$ cat src/rtl/ram_arbiter.sv
// Round-robin arbiter that lets PORTS requesters share a single ram with separate read and write ports.
// Only one transaction is in flight at a time, and a watchdog aborts any access the ram never acknowledges.
module ram_arbiter #(
    parameter int WIDTH   = 8,
    parameter int DEPTH   = 8,
    parameter int PORTS   = 4,
    parameter int TIMEOUT = 16,
    localparam int AW     = (DEPTH > 1) ? $clog2(DEPTH) : 1,
    localparam int PW     = (PORTS > 1) ? $clog2(PORTS) : 1
) (
    input  logic                   clock,
    input  logic                   reset,
    input  logic [PORTS-1:0]       req_valid,
    input  logic [PORTS-1:0]       req_write,
    input  logic [PORTS*AW-1:0]    req_address,
    input  logic [PORTS*WIDTH-1:0] req_wdata,
    output logic [PORTS-1:0]       req_ready,
    output logic [PORTS-1:0]       rsp_valid,
    output logic                   rsp_error,
    output logic [WIDTH-1:0]       rsp_data,
    output logic                   busy,
    output logic                   ram_read_valid,
    input  logic                   ram_read_ready,
    output logic [AW-1:0]          ram_read_address,
    input  logic [WIDTH-1:0]       ram_read_data,
    output logic                   ram_write_valid,
    input  logic                   ram_write_ready,
    output logic [AW-1:0]          ram_write_address,
    output logic [WIDTH-1:0]       ram_write_data
);

    localparam int TW = (TIMEOUT > 1) ? $clog2(TIMEOUT) : 1;

    typedef enum logic [1:0] {IDLE, BUSY, DONE} state_t;

    state_t             state_q, state_d;
    logic [PW-1:0]      ptr_q, ptr_d;
    logic [PW-1:0]      grant_q, grant_d;
    logic               op_write_q, op_write_d;
    logic [AW-1:0]      addr_q, addr_d;
    logic [WIDTH-1:0]   wdata_q, wdata_d;
    logic [TW-1:0]      timer_q, timer_d;
    logic [WIDTH-1:0]   rsp_data_q, rsp_data_d;
    logic [PORTS-1:0]   req_ready_q, req_ready_d;
    logic [PORTS-1:0]   rsp_valid_q, rsp_valid_d;
    logic               rsp_error_q, rsp_error_d;
    logic               rd_valid_q, rd_valid_d;
    logic               wr_valid_q, wr_valid_d;

    logic [AW-1:0]      addr_arr  [PORTS];
    logic [WIDTH-1:0]   wdata_arr [PORTS];

    for (genvar gi = 0; gi < PORTS; gi++) begin : g_unpack
        assign addr_arr[gi]  = req_address[gi*AW +: AW];
        assign wdata_arr[gi] = req_wdata[gi*WIDTH +: WIDTH];
    end

    // Scan from the farthest candidate to the nearest, so the port closest to ptr+1 wins.
    logic          grant_hit;
    logic [PW-1:0] grant_idx;
    logic [PW-1:0] cand;

    always_comb begin
        grant_hit = 1'b0;
        grant_idx = '0;
        cand      = '0;
        for (int off = PORTS; off >= 1; off--) begin
            cand = PW'((int'(ptr_q) + off) % PORTS);
            if (req_valid[cand]) begin
                grant_hit = 1'b1;
                grant_idx = cand;
            end
        end
    end

    logic             ram_ack;
    logic             timeout_hit;
    logic [PORTS-1:0] grant_onehot;

    assign ram_ack      = op_write_q ? ram_write_ready : ram_read_ready;
    assign timeout_hit  = (TIMEOUT != 0) && (timer_q == TW'(TIMEOUT - 1));
    assign grant_onehot = PORTS'(1) << grant_q;

    always_comb begin
        state_d     = state_q;
        ptr_d       = ptr_q;
        grant_d     = grant_q;
        op_write_d  = op_write_q;
        addr_d      = addr_q;
        wdata_d     = wdata_q;
        timer_d     = timer_q;
        rsp_data_d  = rsp_data_q;
        req_ready_d = '0;
        rsp_valid_d = '0;
        rsp_error_d = 1'b0;
        rd_valid_d  = rd_valid_q;
        wr_valid_d  = wr_valid_q;
        case (state_q)
            IDLE: begin
                if (grant_hit) begin
                    grant_d    = grant_idx;
                    op_write_d = req_write[grant_idx];
                    addr_d     = addr_arr[grant_idx];
                    wdata_d    = wdata_arr[grant_idx];
                    timer_d    = '0;
                    rd_valid_d = ~req_write[grant_idx];
                    wr_valid_d = req_write[grant_idx];
                    state_d    = BUSY;
                end
            end
            BUSY: begin
                // A real acknowledge beats the watchdog when both land on the same edge.
                if (ram_ack) begin
                    if (!op_write_q) begin
                        rsp_data_d  = ram_read_data;
                        rsp_valid_d = grant_onehot;
                    end
                    req_ready_d = grant_onehot;
                    rd_valid_d  = 1'b0;
                    wr_valid_d  = 1'b0;
                    state_d     = DONE;
                end else if (timeout_hit) begin
                    req_ready_d = grant_onehot;
                    rsp_error_d = 1'b1;
                    rd_valid_d  = 1'b0;
                    wr_valid_d  = 1'b0;
                    state_d     = DONE;
                end else begin
                    timer_d = timer_q + TW'(1);
                end
            end
            DONE: begin
                ptr_d   = grant_q;
                timer_d = '0;
                state_d = IDLE;
            end
            default: state_d = IDLE;
        endcase
    end

    always_ff @(posedge clock) begin
        if (reset) begin
            state_q     <= IDLE;
            ptr_q       <= PW'(PORTS - 1);
            grant_q     <= '0;
            op_write_q  <= 1'b0;
            addr_q      <= '0;
            wdata_q     <= '0;
            timer_q     <= '0;
            rsp_data_q  <= '0;
            req_ready_q <= '0;
            rsp_valid_q <= '0;
            rsp_error_q <= 1'b0;
            rd_valid_q  <= 1'b0;
            wr_valid_q  <= 1'b0;
        end else begin
            state_q     <= state_d;
            ptr_q       <= ptr_d;
            grant_q     <= grant_d;
            op_write_q  <= op_write_d;
            addr_q      <= addr_d;
            wdata_q     <= wdata_d;
            timer_q     <= timer_d;
            rsp_data_q  <= rsp_data_d;
            req_ready_q <= req_ready_d;
            rsp_valid_q <= rsp_valid_d;
            rsp_error_q <= rsp_error_d;
            rd_valid_q  <= rd_valid_d;
            wr_valid_q  <= wr_valid_d;
        end
    end

    assign req_ready         = req_ready_q;
    assign rsp_valid         = rsp_valid_q;
    assign rsp_error         = rsp_error_q;
    assign rsp_data          = rsp_data_q;
    assign busy              = (state_q != IDLE);
    assign ram_read_valid    = rd_valid_q;
    assign ram_read_address  = addr_q;
    assign ram_write_valid   = wr_valid_q;
    assign ram_write_address = addr_q;
    assign ram_write_data    = wdata_q;

endmodule

$ cat config.mk
export PLATFORM = sky130hd
export DESIGN_NAME = ram_arbiter
export DESIGN_NICKNAME = d
export VERILOG_FILES = /design/src/rtl/ram_arbiter.sv
export SDC_FILE = /design/constraint.sdc
export NUM_CORES = 1
export LEC_CHECK = 0
export CAP_MARGIN = 20
export CELL_PAD_IN_SITES_DETAIL_PLACEMENT = 1
export CELL_PAD_IN_SITES_GLOBAL_PLACEMENT = 1
export CORE_MARGIN = 2
export CORE_UTILIZATION = 30
export DETAILED_ROUTE_END_ITERATION = 16
export PLACE_DENSITY_LB_ADDON = 0.2
export SETUP_SLACK_MARGIN = 0.02
export SLEW_MARGIN = 20
export SYNTH_ARGS = -nofsm -noshare
export SYNTH_HDL_FRONTEND = slang
export SYNTH_SLANG_ARGS = --single-unit
$ cat constraint.sdc
create_clock -name clock -period 2.35 [get_ports clock]
set_input_delay 0.705 -clock clock [delete_from_list [all_inputs] [get_ports clock]]
set_output_delay 0.705 -clock clock [all_outputs]
set_load 0.05 [all_outputs]
==> out/metrics.cfg, run 1 <==
[final_layout]
final_common_cell=clkdlybuf4s50_1
final_area_um2=3450
fin_util_pct=50.5
diodes=0
area_delta_synth_final_pct=61.7
seqCellArea_um2=821
multi_input_area_um2=1180
nFillCells=821
mostFrequentLayoutCells=96 x clkdlybuf4s50_1, 41 x dfxtp_1, 29 x buf_4
final_nets=413
drive_gt1_share_pct=16.0

[power_and_ir_drop]
power_frac_clock_pct=23.4
p_sw_share_pct=35.7
p_int_w=0.00131
power_w=0.00204
vdd_drop_max_uv=298
p_comb_share_pct=37.6
pwr_density_cell_nw_per_um2=591
p_seq_share_pct=39.0
cellLeakagePower_nw=1.31
power_switching_w=0.000728

[drt]
vias=2129
first_iter_violations=33
drt-total-wl_mm=6.37
firstDrtPassIters=4
ant_nets=0
routed.top_layer=met4
drcViolationCount=0
met2_length_mm=3.22
via_per_inst=4.78
wl_met1_mm=2.80
route.met3.wl_um=321
wire_per_inst_um=14.3

[logic_synthesis]
ys.flop_type=dfxtp_1
async_flop_share_pct=0
syn_nets=295
yosysWarnings=0
synth_largest_area_cell=dfxtp_1
netlist_instances=230
synth_area_leaders=dfxtp_1 38%, mux2i_1 10%, a211oi_1 4.2%
synth.cell_area_um2=2140
synth_seq_cells=41
synth_top_area_share_pct=38.4
syn_area_per_cell_um2=9.29
yosysSeqAreaShare_pct=38.4
synth_edf_count=0
ys_types=47

[clock_tree]
cts_htree_levels=2
insertion_delay_ps=300
clock-sinks=41
cts_buffer_depth=2
root_buffer=clkbuf_8
cts_made_buffers=5
cts_hold_buf=0
cts_tree=done
clkTransAtPathRegs_ps=80

[setup_path]
worst-r2r-setup-slack_ps=510
cp_common_cell=buf_4
critPathLaunchType=primary input
worstSetupEndpoint=ram_write_data[4]$_SDFFE_PP0P_
crit_slowest_cell=clkdlybuf4s50_1
worst_setup_path_end_kind=register
timing.rr.start=state_q[1]$_SDFFE_PP0P_
r2r_cells=6
r2r-end=ram_write_data[4]$_SDFFE_PP0P_
worstSetupPathType=primary input to register
cp_data_required_time_ps=2520
path_max_fanout=8
cp_cell_sequence=clkdlybuf4s50_1, buf_4, a211o_2, and3_2, buf_4, a2111oi_1, a211oi_1
crit_path_start=req_valid[3]
slowest_delay_ps=450
cp.arrival_ps=2450

[timing]
post-route-period-util_pct=97.3
finalClockSkew_ps=8.21
setup_viol=0
finalSetupTns_ps=0
tightest_slew_ps=534
fin_crit_ps=2290
finalHoldViolations=0
relSlewSlack_pct=64.3
fin_ws_ps=63.2
final-max-slew-violation-count=0
fmax_ghz=0.437
rsz0062_at_grt=yes

[placed_design]
post-place-ws_ps=-313
place.gp.congestion=0.812
hpwl_mm=4.92
dpl-instance-area_um2=3320
io_buffers=97

[floorplan]
io_pins=98
die_x_um=88.4
die-area_um2=7810
core_area_um2=6830
rows=30
chipHeight_um=88.4
start_util_pct=31.3

[run]
cap_violations=0

[global_routing]
grt_usage_pct=16.6
grt_max_degree=29
grt_first_pass_wirelength_mm=10.3
antenna_found_initial=0
grt-ovfl-total=0
grt_pass1_vias=2171

[run_status]
outcome=finished clean

[worst_hold_path]
min_from=rsp_data[1]$_SDFFE_PP0P_
hp-class=register to register

## per-layer routing
| metal | GRT usage, % | vias to the layer above |
|---|---|---|
| met1 | 20.3 | 995 |
| met2 | 30.1 | 58 |
| met3 | 3.45 | 4 |
| li1 | - | 1072 |
| met5 | 0 | - |
| met4 | 3.31 | 0 |
## Yosys cell counts (2+ instances only)
library cell  number
dfxtp_1           41
nand3_1            2
buf_4              3
nor2_1            14
mux2i_1           22
nand3b_1           8
inv_1             10
a21oi_1           13
nor3_1             8
o21ai_0            3
nand2b_1           7
a211o_1            2
o21bai_1           5
or3_1              2
xor2_1             2
a211oi_1          12
mux2_2             2
buf_6              6
a2111oi_0          6
o221ai_1           7
nor2b_1            2
or2_2              2
nor4_1             2
nand2_1           23
clkbuf_1           4
## how the worst min path moves through the flow
stage | end | slack [ps] | cells past startpoint
floorplan | timer_q[1]$_SDFFE_PP0P_ | 450 | 2
global placement | rsp_data[0]$_SDFFE_PP0P_ | 440 | 2
detailed placement | rsp_data[0]$_SDFFE_PP0P_ | 460 | 2
CTS | rsp_data[0]$_SDFFE_PP0P_ | 470 | 2
global route | rsp_data[5]$_SDFFE_PP0P_ | 490 | 2
finish | rsp_data[1]$_SDFFE_PP0P_ | 470 | 2
## per-stage QoR
stage                     hold WS (ps)  cells
after CTS                          470    444
after global placement             443    436
after floorplan                    449    230
final                              466    445
after global routing               493    445
after detailed placement           458    436
## cells by family (layout without fill, tap and decap cells)
family                   after synthesis  count (layout)  synth area share, %
AO/OA/AOI/OAI                         56              56                 19.9
multiplexers                          24              24                 11.4
XOR/XNOR                               2               2                0.820
AND/OR/NAND/NOR                       81              81                 21.0
buffers and inverters                 25             144                 7.85
flip-flops                            41              41                 38.4
adder cells (fa/ha/maj)                1               1                0.586
## power groups by stage
stage | Sequential [W] | Clock, W | Combinational, W
after floorplan | 0.000952 | 0 | 0.000301
after global routing | 0.000804 | 0.000533 | 0.000819
final | 0.000795 | 0.000478 | 0.000767
after global placement | 0.000809 | 0 | 0.000743
after detailed placement | 0.000811 | 0 | 0.000753
after CTS | 0.000796 | 0.000498 | 0.000758
## critical path: cells and delay by family
| family | cells | cell delay, ps |
|---|---|---|
| AO/OA/AOI/OAI | 3 | 730 |
| AND/OR/NAND/NOR | 1 | 240 |
| buffers and inverters | 3 | 780 |
## what timing repair did
item	in CTS	in global routing
resized for setup	1	10
setup buffers	0	1
endpoints found under the hold margin	0	0
pin swaps	0	1
endpoints found under the setup margin	1	12
## sequential cells by signal, summed over array words and instances (netlist names)
register          count
rsp_error             1
timer_q               4
op_write_q            1
state_q               2
rsp_valid             4
ptr_q                 2
ram_read_address      3
ram_read_valid        1
grant_q               2
req_ready             4
ram_write_data        8
ram_write_valid       1
rsp_data              8
## layout make-up
cell class                 count  share of cell area, %
sequential                    41                   23.8
multi-input combinational    164                   34.2
inverter                      10                   1.09
clock buffer                   5                   1.99
tap                           96                   3.48
timing repair buffer         126                   34.7
clock inverter                 3                  0.725
Power figures use the tool's default switching activity.
==> run 2, diff against run 1 <==
--- a/config.mk
+++ b/config.mk
@@ -5,7 +5,7 @@
 export SDC_FILE = /design/constraint.sdc
 export NUM_CORES = 1
 export LEC_CHECK = 0
-export CAP_MARGIN = 20
+export CAP_MARGIN = 10
 export CELL_PAD_IN_SITES_DETAIL_PLACEMENT = 1
 export CELL_PAD_IN_SITES_GLOBAL_PLACEMENT = 1
 export CORE_MARGIN = 2
==> results of run 2 <==
Final layout, timing and power as in run 1 (identical DEF).
==> run 3, diff against run 2 <==
--- a/config.mk
+++ b/config.mk
@@ -11,6 +11,7 @@
 export CORE_MARGIN = 2
 export CORE_UTILIZATION = 30
 export DETAILED_ROUTE_END_ITERATION = 16
+export GPL_TIMING_DRIVEN = 0
 export PLACE_DENSITY_LB_ADDON = 0.2
 export SETUP_SLACK_MARGIN = 0.02
 export SLEW_MARGIN = 20
==> constraint.sdc (replaced) <==
create_clock -name clock -period 2.35 [get_ports clock]
set_input_delay 0.235 -clock clock [delete_from_list [all_inputs] [get_ports clock]]
set_output_delay 0.235 -clock clock [all_outputs]
set_load 0.05 [all_outputs]
==> out/metrics.cfg, run 3 (synthesis results as in run 1) <==
[floorplan]
chipHeight_um=88.4
die-area_um2=7810
rows=30
start_util_pct=31.3
die_x_um=88.4
io_pins=98
core_area_um2=6830

[global_routing]
grt_usage_pct=16.6
grt_first_pass_wirelength_mm=10.2
antenna_found_initial=0
grt-ovfl-total=0
grt_max_degree=15
grt_pass1_vias=2121

[setup_path]
crit_slowest_cell=a2111oi_0
cp_cell_sequence=clkdlybuf4s50_1, inv_1, a211o_2, and3_1, buf_6, a2111oi_0, a211oi_1
crit_path_start=req_valid[1]
cp_data_required_time_ps=2500
r2r_cells=6
worst_setup_path_end_kind=register
cp.arrival_ps=2300
path_max_fanout=10
critPathLaunchType=primary input
worstSetupPathType=primary input to register
slowest_delay_ps=590
timing.rr.start=ptr_q[1]$_SDFFE_PP1P_

[drt]
drcViolationCount=0
firstDrtPassIters=4
vias=2070
first_iter_violations=68
via_per_inst=4.80
drt-total-wl_mm=6.26
wire_per_inst_um=14.5
ant_nets=0

[clock_tree]
ctsResizeCount=0
cts_made_buffers=5
cts_hold_buf=0
post-cts-setup-buffers=0
cts_tree=done
cts_htree_levels=2
root_buffer=clkbuf_8
insertion_delay_ps=290
clock-sinks=41
cts_buffer_depth=2
clkTransAtPathRegs_ps=90

[timing]
rsz0062_at_grt=no
setup_viol=0
fmax_ghz=0.466
finalClockSkew_ps=7.51
final-max-slew-violation-count=0
tightest_slew_ps=740
finalSetupTns_ps=0
fin_crit_ps=2150
relSlewSlack_pct=49.4
post-route-period-util_pct=91.4
finalHoldViolations=0

[final_layout]
fin_util_pct=48.9
nFillCells=813
diodes=0
final_common_cell=clkdlybuf4s50_1
mostFrequentLayoutCells=97 x clkdlybuf4s50_1, 41 x dfxtp_1, 23 x nand2_1
drive_gt1_share_pct=9.85
fin_cells=431
final_nets=399
area_delta_synth_final_pct=56.5

[worst_hold_path]
holdPathStages=2
hp-class=register to register
min_from=rsp_data[1]$_SDFFE_PP0P_

[placed_design]
hpwl_mm=4.83
io_buffers=97
place.gp.congestion=0.749
dp_cells=423

[power_and_ir_drop]
cellLeakagePower_nw=1.23
vdd_drop_max_uv=327
pwr_density_cell_nw_per_um2=627

[run_status]
outcome=finished clean

[run]
cap_violations=0

[run 3: changes by cell type in the layout (fill, tap and decap cells not counted), sizes merged]
| cell | change |
|---|---|
| clkbuf | +4 |
| inv | -1 |
| bufinv | +1 |
| buf | -19 |
| clkdlybuf4s50 | +1 |
[run 3: layout make-up]
class | count | area, um^2 | area share (%)
plain buffers | 15 | 130 | 3.89
multi-input cells | 164 | 1150 | 34.3
inverters | 10 | 37.5 | 1.12
repair buffers | 97 | 971 | 29.1
clock buffers | 5 | 68.8 | 2.06
clock inverters | 3 | 46.3 | 1.39
well taps | 96 | 120 | 3.59
flip-flops and latches | 41 | 821 | 24.6
[run 3: path summary, 6_finish.rpt]
kind,end,slack [ps]
setup / recovery,ram_write_data[4]$_SDFFE_PP0P_,200
hold / removal,rsp_data[1]$_SDFFE_PP0P_,460
setup reg to reg,ram_write_data[4]$_SDFFE_PP0P_,250
hold reg to reg,rsp_data[1]$_SDFFE_PP0P_,460
[run 3: per-layer routing]
layer | vias to the layer above | track usage (%) | share of wire (%)
met5 | - | 0 | 0
met2 | 60 | 29.3 | 50
li1 | 1044 | - | -
met1 | 962 | 20.4 | 42
met4 | 0 | 3.72 | 0.54
met3 | 4 | 4.20 | 7.0
[run 3: report_power, final]
group / switching, W / total [W] / internal, W / leakage [nW]
Sequential: 0.0000420 / 0.000793 / 0.000751 / 0.335
Combinational: 0.000407 / 0.000728 / 0.000320 / 0.844
Clock: 0.000257 / 0.000575 / 0.000318 / 0.0543
[run 3: per-stage QoR]
step                      power (W)  hold slack [ps]  area (um^2)  setup slack (ps)
after floorplan             0.00125              371         2140               554
after global placement      0.00153              445         3230             -49.2
after detailed placement    0.00154              454         3230             -86.0
after CTS                   0.00213              466         3340               227
after global routing        0.00221              485         3340               108
final                       0.00210              461         3340               203
[run 3: worst max-delay path, delay by kind of cell]
family                 cells  cell delay [ps]
buffers and inverters      3              840
AO/OA/AOI/OAI              3             1000
AND/OR/NAND/NOR            1              220
